File: config.mk
export PLATFORM = sky130hd
export DESIGN_NAME = led_status_color
export DESIGN_NICKNAME = d
export VERILOG_FILES = /design/src/rtl/led_status_color_pkg.sv /design/src/rtl/led_status_color_tick_div.sv /design/src/rtl/led_status_color.sv
export SDC_FILE = /design/constraint.sdc
export NUM_CORES = 1
export LEC_CHECK = 0
export BUFFER_PORTS_ARGS = -buffer_cell sky130_fd_sc_hd__buf_2
export CELL_PAD_IN_SITES_DETAIL_PLACEMENT = 0
export CELL_PAD_IN_SITES_GLOBAL_PLACEMENT = 1
export CORE_UTILIZATION = 47
export DETAILED_ROUTE_END_ITERATION = 16
export PLACE_DENSITY = 0.85
export SKIP_LAST_GASP = 1
export SYNTH_ARGS = -nofsm -noshare
export SYNTH_HDL_FRONTEND = slang
export SYNTH_SLANG_ARGS = --single-unit
File: constraint.sdc
create_clock -name clk -period 5 [get_ports clk]
set_input_delay 0.5 -clock clk [delete_from_list [all_inputs] [get_ports clk]]
set_output_delay 0.5 -clock clk [all_outputs]
set_load 0.01 [all_outputs]
File: src/rtl/led_status_color_pkg.sv
// Shared colour definitions and WS2812 wire-order packing for the status LED.
package led_status_pkg;

  localparam int unsigned CH_R = 0;
  localparam int unsigned CH_G = 1;
  localparam int unsigned CH_B = 2;

  // Channel triple indexed by CH_R/CH_G/CH_B.
  typedef logic [2:0][7:0] rgb_t;

  localparam rgb_t COL_OFF   = '0;
  localparam rgb_t COL_RED   = {8'h00, 8'h00, 8'hFF};
  localparam rgb_t COL_GREEN = {8'h00, 8'hFF, 8'h00};
  localparam rgb_t COL_BLUE  = {8'hFF, 8'h00, 8'h00};

  // G, R, B in that order, each channel MSB-first from bit 0 upwards.
  function automatic logic [23:0] pack_wire(input logic [7:0] r,
                                             input logic [7:0] g,
                                             input logic [7:0] b);
    logic [23:0] w;
    w = '0;
    for (int unsigned i = 0; i < 8; i++) begin
      w[i]      = g[7-i];
      w[8 + i]  = r[7-i];
      w[16 + i] = b[7-i];
    end
    return w;
  endfunction

endpackage

File: src/rtl/led_status_color_tick_div.sv
// Period counter producing a registered one-cycle tick every PERIOD clocks.
module led_tick_div #(
  parameter int unsigned PERIOD = 1000
) (
  input  logic clk,
  input  logic reset_n,
  output logic tick
);

  localparam int unsigned CW = (PERIOD > 1) ? $clog2(PERIOD) : 1;

  logic [CW-1:0] cnt;

  always_ff @(posedge clk) begin
    if (!reset_n) begin
      cnt  <= '0;
      tick <= 1'b0;
    end else if (cnt == CW'(PERIOD - 1)) begin
      cnt  <= '0;
      tick <= 1'b1;
    end else begin
      cnt  <= cnt + CW'(1);
      tick <= 1'b0;
    end
  end

endmodule

File: src/rtl/led_status_color.sv
// Status-to-colour merger with linear fade and brightness shift, feeding the
// WS2812 driver a registered wire-order word.
module led_status_color
  import led_status_pkg::*;
#(
  parameter int unsigned CLK_FRE      = 32_000_000,
  parameter int unsigned STRETCH_MS   = 50,
  parameter int unsigned BLINK_MS     = 250,
  parameter int unsigned FADE_US      = 1000,
  parameter int unsigned BRIGHT_SHIFT = 2
) (
  input  logic        clk,
  input  logic        reset_n,
  input  logic        sd_act,
  input  logic        fdd_act,
  input  logic        osd_open,
  input  logic        error,
  output logic [23:0] color
);

  localparam int unsigned MS_CYC   = CLK_FRE / 1000;
  localparam int unsigned FADE_CYC = CLK_FRE / 1_000_000 * FADE_US;
  localparam int unsigned SW       = $clog2(STRETCH_MS + 1);
  localparam int unsigned BW       = $clog2(BLINK_MS + 1);

  logic          ms_tick;
  logic          fade_tick;
  logic [SW-1:0] stretch;
  logic [BW-1:0] blink_cnt;
  logic          blink_ph;
  logic          act_on;
  logic          upd;
  rgb_t          tgt;
  rgb_t          cur;
  rgb_t          cur_nxt;

  led_tick_div #(.PERIOD(MS_CYC)) u_ms_div (
    .clk     (clk),
    .reset_n (reset_n),
    .tick    (ms_tick)
  );

  led_tick_div #(.PERIOD(FADE_CYC)) u_fade_div (
    .clk     (clk),
    .reset_n (reset_n),
    .tick    (fade_tick)
  );

  // A new pulse reloads the full stretch even on an ms_tick cycle.
  always_ff @(posedge clk) begin
    if (!reset_n) begin
      stretch <= '0;
    end else if (sd_act || fdd_act) begin
      stretch <= SW'(STRETCH_MS);
    end else if (ms_tick && (stretch != '0)) begin
      stretch <= stretch - SW'(1);
    end
  end

  assign act_on = (stretch != '0);

  always_ff @(posedge clk) begin
    if (!reset_n || !error) begin
      blink_cnt <= '0;
      blink_ph  <= 1'b0;
    end else if (ms_tick) begin
      if (blink_cnt == BW'(BLINK_MS - 1)) begin
        blink_cnt <= '0;
        blink_ph  <= ~blink_ph;
      end else begin
        blink_cnt <= blink_cnt + BW'(1);
      end
    end
  end

  always_comb begin
    tgt = COL_OFF;
    if (error) begin
      tgt = blink_ph ? COL_OFF : COL_RED;
    end else if (osd_open) begin
      tgt = COL_BLUE;
    end else if (act_on) begin
      tgt = COL_GREEN;
    end
  end

  always_comb begin
    cur_nxt = cur;
    for (int unsigned c = 0; c < 3; c++) begin
      if (cur[c] < tgt[c]) begin
        cur_nxt[c] = cur[c] + 8'd1;
      end else if (cur[c] > tgt[c]) begin
        cur_nxt[c] = cur[c] - 8'd1;
      end
    end
  end

  // The output word follows the fade step by one cycle so it is only ever
  // built from a settled channel value.
  always_ff @(posedge clk) begin
    if (!reset_n) begin
      cur   <= '0;
      upd   <= 1'b0;
      color <= '0;
    end else begin
      upd <= fade_tick;
      if (fade_tick) begin
        cur <= cur_nxt;
      end
      if (upd) begin
        color <= pack_wire(cur[CH_R] >> BRIGHT_SHIFT,
                           cur[CH_G] >> BRIGHT_SHIFT,
                           cur[CH_B] >> BRIGHT_SHIFT);
      end
    end
  end

endmodule

==> summary.md <==
The run finished with clean final reports. The post-route core utilization came out at 0.5239. The worst setup path is captured at a register. Timing analysis after detailed placement gives a worst setup slack of 1.024 ns. The tree built by TritonCTS fans out to 90 sinks. The largest voltage drop on the vdd net came out at 110.7 uV.

The share of synthesized flip-flops with an asynchronous set or reset is 0. The initial standard-cell utilization of the core was 0.4822. The relative contribution of combinational cells to total power was 0.061; the post-synthesis instance total was 546. Yosys printed 0 warnings. The standby leakage power is 0.002188 uW. The total global routing overflow was 0; the horizontal die dimension was 104.7 um. Across the run, the number of max-cap violations was 0. Dividing the detail-routed wire length by the instance count gives 13.06 um.

The number of enable-type register cells in the synthesized netlist is 0. During placement, the flow inserted port buffers numbering 23. The number of DRC markers in iteration 0 was 146; the boundary pin count was 30. The fraction of layout cells with a size suffix above 1 was 0.08787; the switching power was 337.1 uW. From synthesis to final layout, the design area changed by 8.634%. Once placement finished, the instance area stood at 5136 um^2. The number of global-route vias before repair is 3559, and the number of synthesized register bits is 90.

Data arrival time of the critical path: 4.25 ns. The run gives 3 as the total number of H-tree levels. The mean cell area of the mapped netlist was 9.077 um^2.

At the end of the flow, the number of nets in the layout was 620. The post-cts hold buffer count was 0. The worst setup path is launched from a register. The tools report the setup violation total in the final timing report as 0.

Static timing analysis puts the maximum clock frequency at 250.0 MHz. The congestion estimate from routability-driven global placement came to 0.7705. The run gives 0.01653 ns as the maximum clock skew at final layout.

For this run, the leading register cell type out of synthesis is sky130_fd_sc_hd__dfxtp_1. The number of antenna diodes in the final layout is 0. The run gives 0 as the initial antenna violation count. Including well taps, the total number of placed cells is 689. Detailed routing inserted a total of 3710 vias. The shortest clock period the worst path allows after layout was 3.999 ns. The power share of the sequential group is 0.510, and the slew at the pin closest to its max-slew limit is 1.195 ns.

The clock transition at the registers of the reported paths came out at 0.09 ns. The tools report the total routed wirelength as 9.205 mm. By startpoint and endpoint, the worst setup path is classified as reg -> reg.

The die covers 10960 um^2. The tools report the sum of net half-perimeters after detailed placement as 6.718 mm. Once detail routing completed, the nets flagged for antenna violations numbered 0. In this run the post-CTS setup repair buffer count came out at 0. TritonCTS built the clock tree.

For the internal power, the log shows 1091 uW. The synthesized netlist occupies a cell area of 4956 um^2. The count of cells resized by post-cts repair is 0, and the DRC violations left is 0. Setup repair after global routing left no endpoint under its margin. The first global-routing pass estimated 15.96 mm of wire. Row generation in the floorplan step produced 37 rows. For the worst setup path, the data required time is 5.25 ns. The sequential share of the synthesized area is 0.3635, and the number of CTS-inserted buffers is 9. The count of unique library cells instantiated by Yosys was 50; the global-route usage over all layers was 0.1789.

The clock latency on the worst-skew pair was 0.36 ns; the final instance count without filler cells was 705. The core region area is 10280 um^2, and the portion of the clock cycle consumed by the worst path in the final layout is 0.7999. Number of slew-limit violations in the final report: 0.

Dividing the detail-routed via count by the number of cells gives 5.262. Cell area after layout: 5384 um^2. The share of total power in the clock network came out at 0.429. Along the worst path, the maximum fanout reaches 10. The worst path meets setup with 1.001 ns of slack. The net switching share of the total power was 0.2361. The tools report the CTS root buffer as sky130_fd_sc_hd__clkbuf_8. For the first-pass iteration count of the detailed router, the log shows 4.

The sum of negative setup slack came out at 0 ns. The number of hold violations in the final report is 0. The clock passes through at most 2 buffers.

In this run the vertical extent of the chip is 104.7 um. The cell area power density was 265.2 nW/um^2. The run gives 0.2025 as the headroom to the max-slew limit.

Entering global routing, the biggest net connects 30 pins. The worst hold path belongs to the class in -> reg.
==> synthesized netlist by cell type, types with 3 or more instances <==
cell type                   n  share of area
sky130_fd_sc_hd__nor3_1     3         0.0030
sky130_fd_sc_hd__a211oi_1   5         0.0076
sky130_fd_sc_hd__o211ai_1   4         0.0061
sky130_fd_sc_hd__nand4_1   17          0.021
sky130_fd_sc_hd__o21a_1     6         0.0091
sky130_fd_sc_hd__fa_1       3          0.012
sky130_fd_sc_hd__clkbuf_1   5         0.0038
sky130_fd_sc_hd__a21o_1     3         0.0045
sky130_fd_sc_hd__o21ai_0    9         0.0091
sky130_fd_sc_hd__inv_1     16          0.012
sky130_fd_sc_hd__and3_1     7         0.0088
sky130_fd_sc_hd__nand2b_1  10          0.013
sky130_fd_sc_hd__a21oi_1   32          0.032
sky130_fd_sc_hd__nor2_1    92          0.070
sky130_fd_sc_hd__o31a_1     5         0.0088
sky130_fd_sc_hd__dfxtp_1   90           0.36
sky130_fd_sc_hd__o21bai_1   3         0.0045
sky130_fd_sc_hd__ha_1      47           0.12
sky130_fd_sc_hd__xor2_1    24          0.042
sky130_fd_sc_hd__nor4_1     3         0.0038
sky130_fd_sc_hd__o21ai_1    5         0.0050
sky130_fd_sc_hd__buf_2      6         0.0061
sky130_fd_sc_hd__buf_4      7          0.011
sky130_fd_sc_hd__nand3_1   12          0.012
sky130_fd_sc_hd__and2_1     4         0.0050
sky130_fd_sc_hd__xnor2_1   26          0.046
sky130_fd_sc_hd__nand2_1   30          0.023
sky130_fd_sc_hd__or3_1      6         0.0076
sky130_fd_sc_hd__mux2i_1   33          0.067
sky130_fd_sc_hd__nor2b_1    4         0.0050
==> placed cells by master, fill, tap and decap left out, drive strengths merged, types with 4 or more instances in the layout <==
master,instances
a211oi,5
a21oi,34
and2,4
and3,8
buf,24
clkbuf,9
conb,6
dfxtp,90
ha,47
inv,18
mux2i,33
nand2,30
nand2b,10
nand3,12
nand4,18
nor2,92
nor2b,4
nor4,4
o211ai,4
o21a,6
o21ai,14
o31a,5
or3,6
xnor2,26
xor2,24
==> power groups by stage <==
stage	combinational [uW]	clock [uW]	sequential [uW]
finish	86.8	613	729
detailed placement	86.9	0	745
global placement	82.3	0	745
floorplan	72.8	0	744
CTS	87.5	632	728
global route	99.1	663	730
==> logic make-up after synthesis <==
kind of cell	share of synthesized area
AOI/OAI and AO/OA	0.1116
xor gates and xnor gates	0.08836
adders and majority gates	0.1308
buffers and inverters	0.03863
DFF	0.3635
muxes	0.06665
other	0.0007567
and+or+nand+nor	0.1997
==> per-layer routing <==
| metal | global-route usage | share of wire | vias up |
|---|---|---|---|
| met5 | 0 | 0 | - |
| met3 | 0.04180 | 0.023 | 11 |
| met1 | 0.2172 | 0.49 | 1731 |
| met4 | 0.06539 | 0.017 | 0 |
| met2 | 0.3075 | 0.47 | 30 |
| li1 | - | - | 1938 |
==> cell type report <==
cell class,count,area (um^2)
Multi-Input combinational cell,423,2982
Timing Repair Buffer,24,122.6
Clock buffer,9,123.9
Fill cell,967,4893
Clock inverter,7,123.9
Tap cell,136,170.2
Sequential cell,90,1802
Inverter,16,60.06
==> final timing paths <==
path,depth (start not counted),endpoint,slack [ns],startpoint
max,17,cur[15],1.00,stretch[1]
min,2,blink_ph,0.43,error
max reg2reg,17,cur[15],1.00,stretch[1]
min reg2reg,1,u_fade_div.cnt[0],0.45,u_fade_div.cnt[0]
==> metrics by stage <==
step	hold WS, ns	total power [uW]
after global routing	0.4165	1492
after floorplan	0.4121	816.6
after detailed placement	0.4328	832.1
after CTS	0.4093	1448
final	0.4284	1428
after global placement	0.4213	827.1
==> critical path, stage by stage, from the launching register on <==
cell and delay, ns:
sky130_fd_sc_hd__dfxtp_1 0.38, sky130_fd_sc_hd__inv_1 0.06, sky130_fd_sc_hd__ha_1 0.18, sky130_fd_sc_hd__nand2b_1 0.12, sky130_fd_sc_hd__nor4_1 0.06, sky130_fd_sc_hd__or3_1 0.46, sky130_fd_sc_hd__ha_1 0.34, sky130_fd_sc_hd__o21ai_1 0.15
sky130_fd_sc_hd__a21oi_2 0.06, sky130_fd_sc_hd__o21bai_1 0.17, sky130_fd_sc_hd__nand2_1 0.28, sky130_fd_sc_hd__ha_1 0.38, sky130_fd_sc_hd__a21o_1 0.18, sky130_fd_sc_hd__a21oi_1 0.26, sky130_fd_sc_hd__o31a_1 0.25, sky130_fd_sc_hd__a211o_1 0.12
sky130_fd_sc_hd__o221ai_1 0.09, sky130_fd_sc_hd__or3b_1 0.36
==> sequential cells by signal (all words and copies together), names as in the netlist, 6 cells and up <==
signal / count
cur: 24
blink_cnt: 8
color: 18
u_ms_div.cnt: 15
stretch: 6
u_fade_div.cnt: 15
Note: power is estimated with default switching activity, not from simulation.
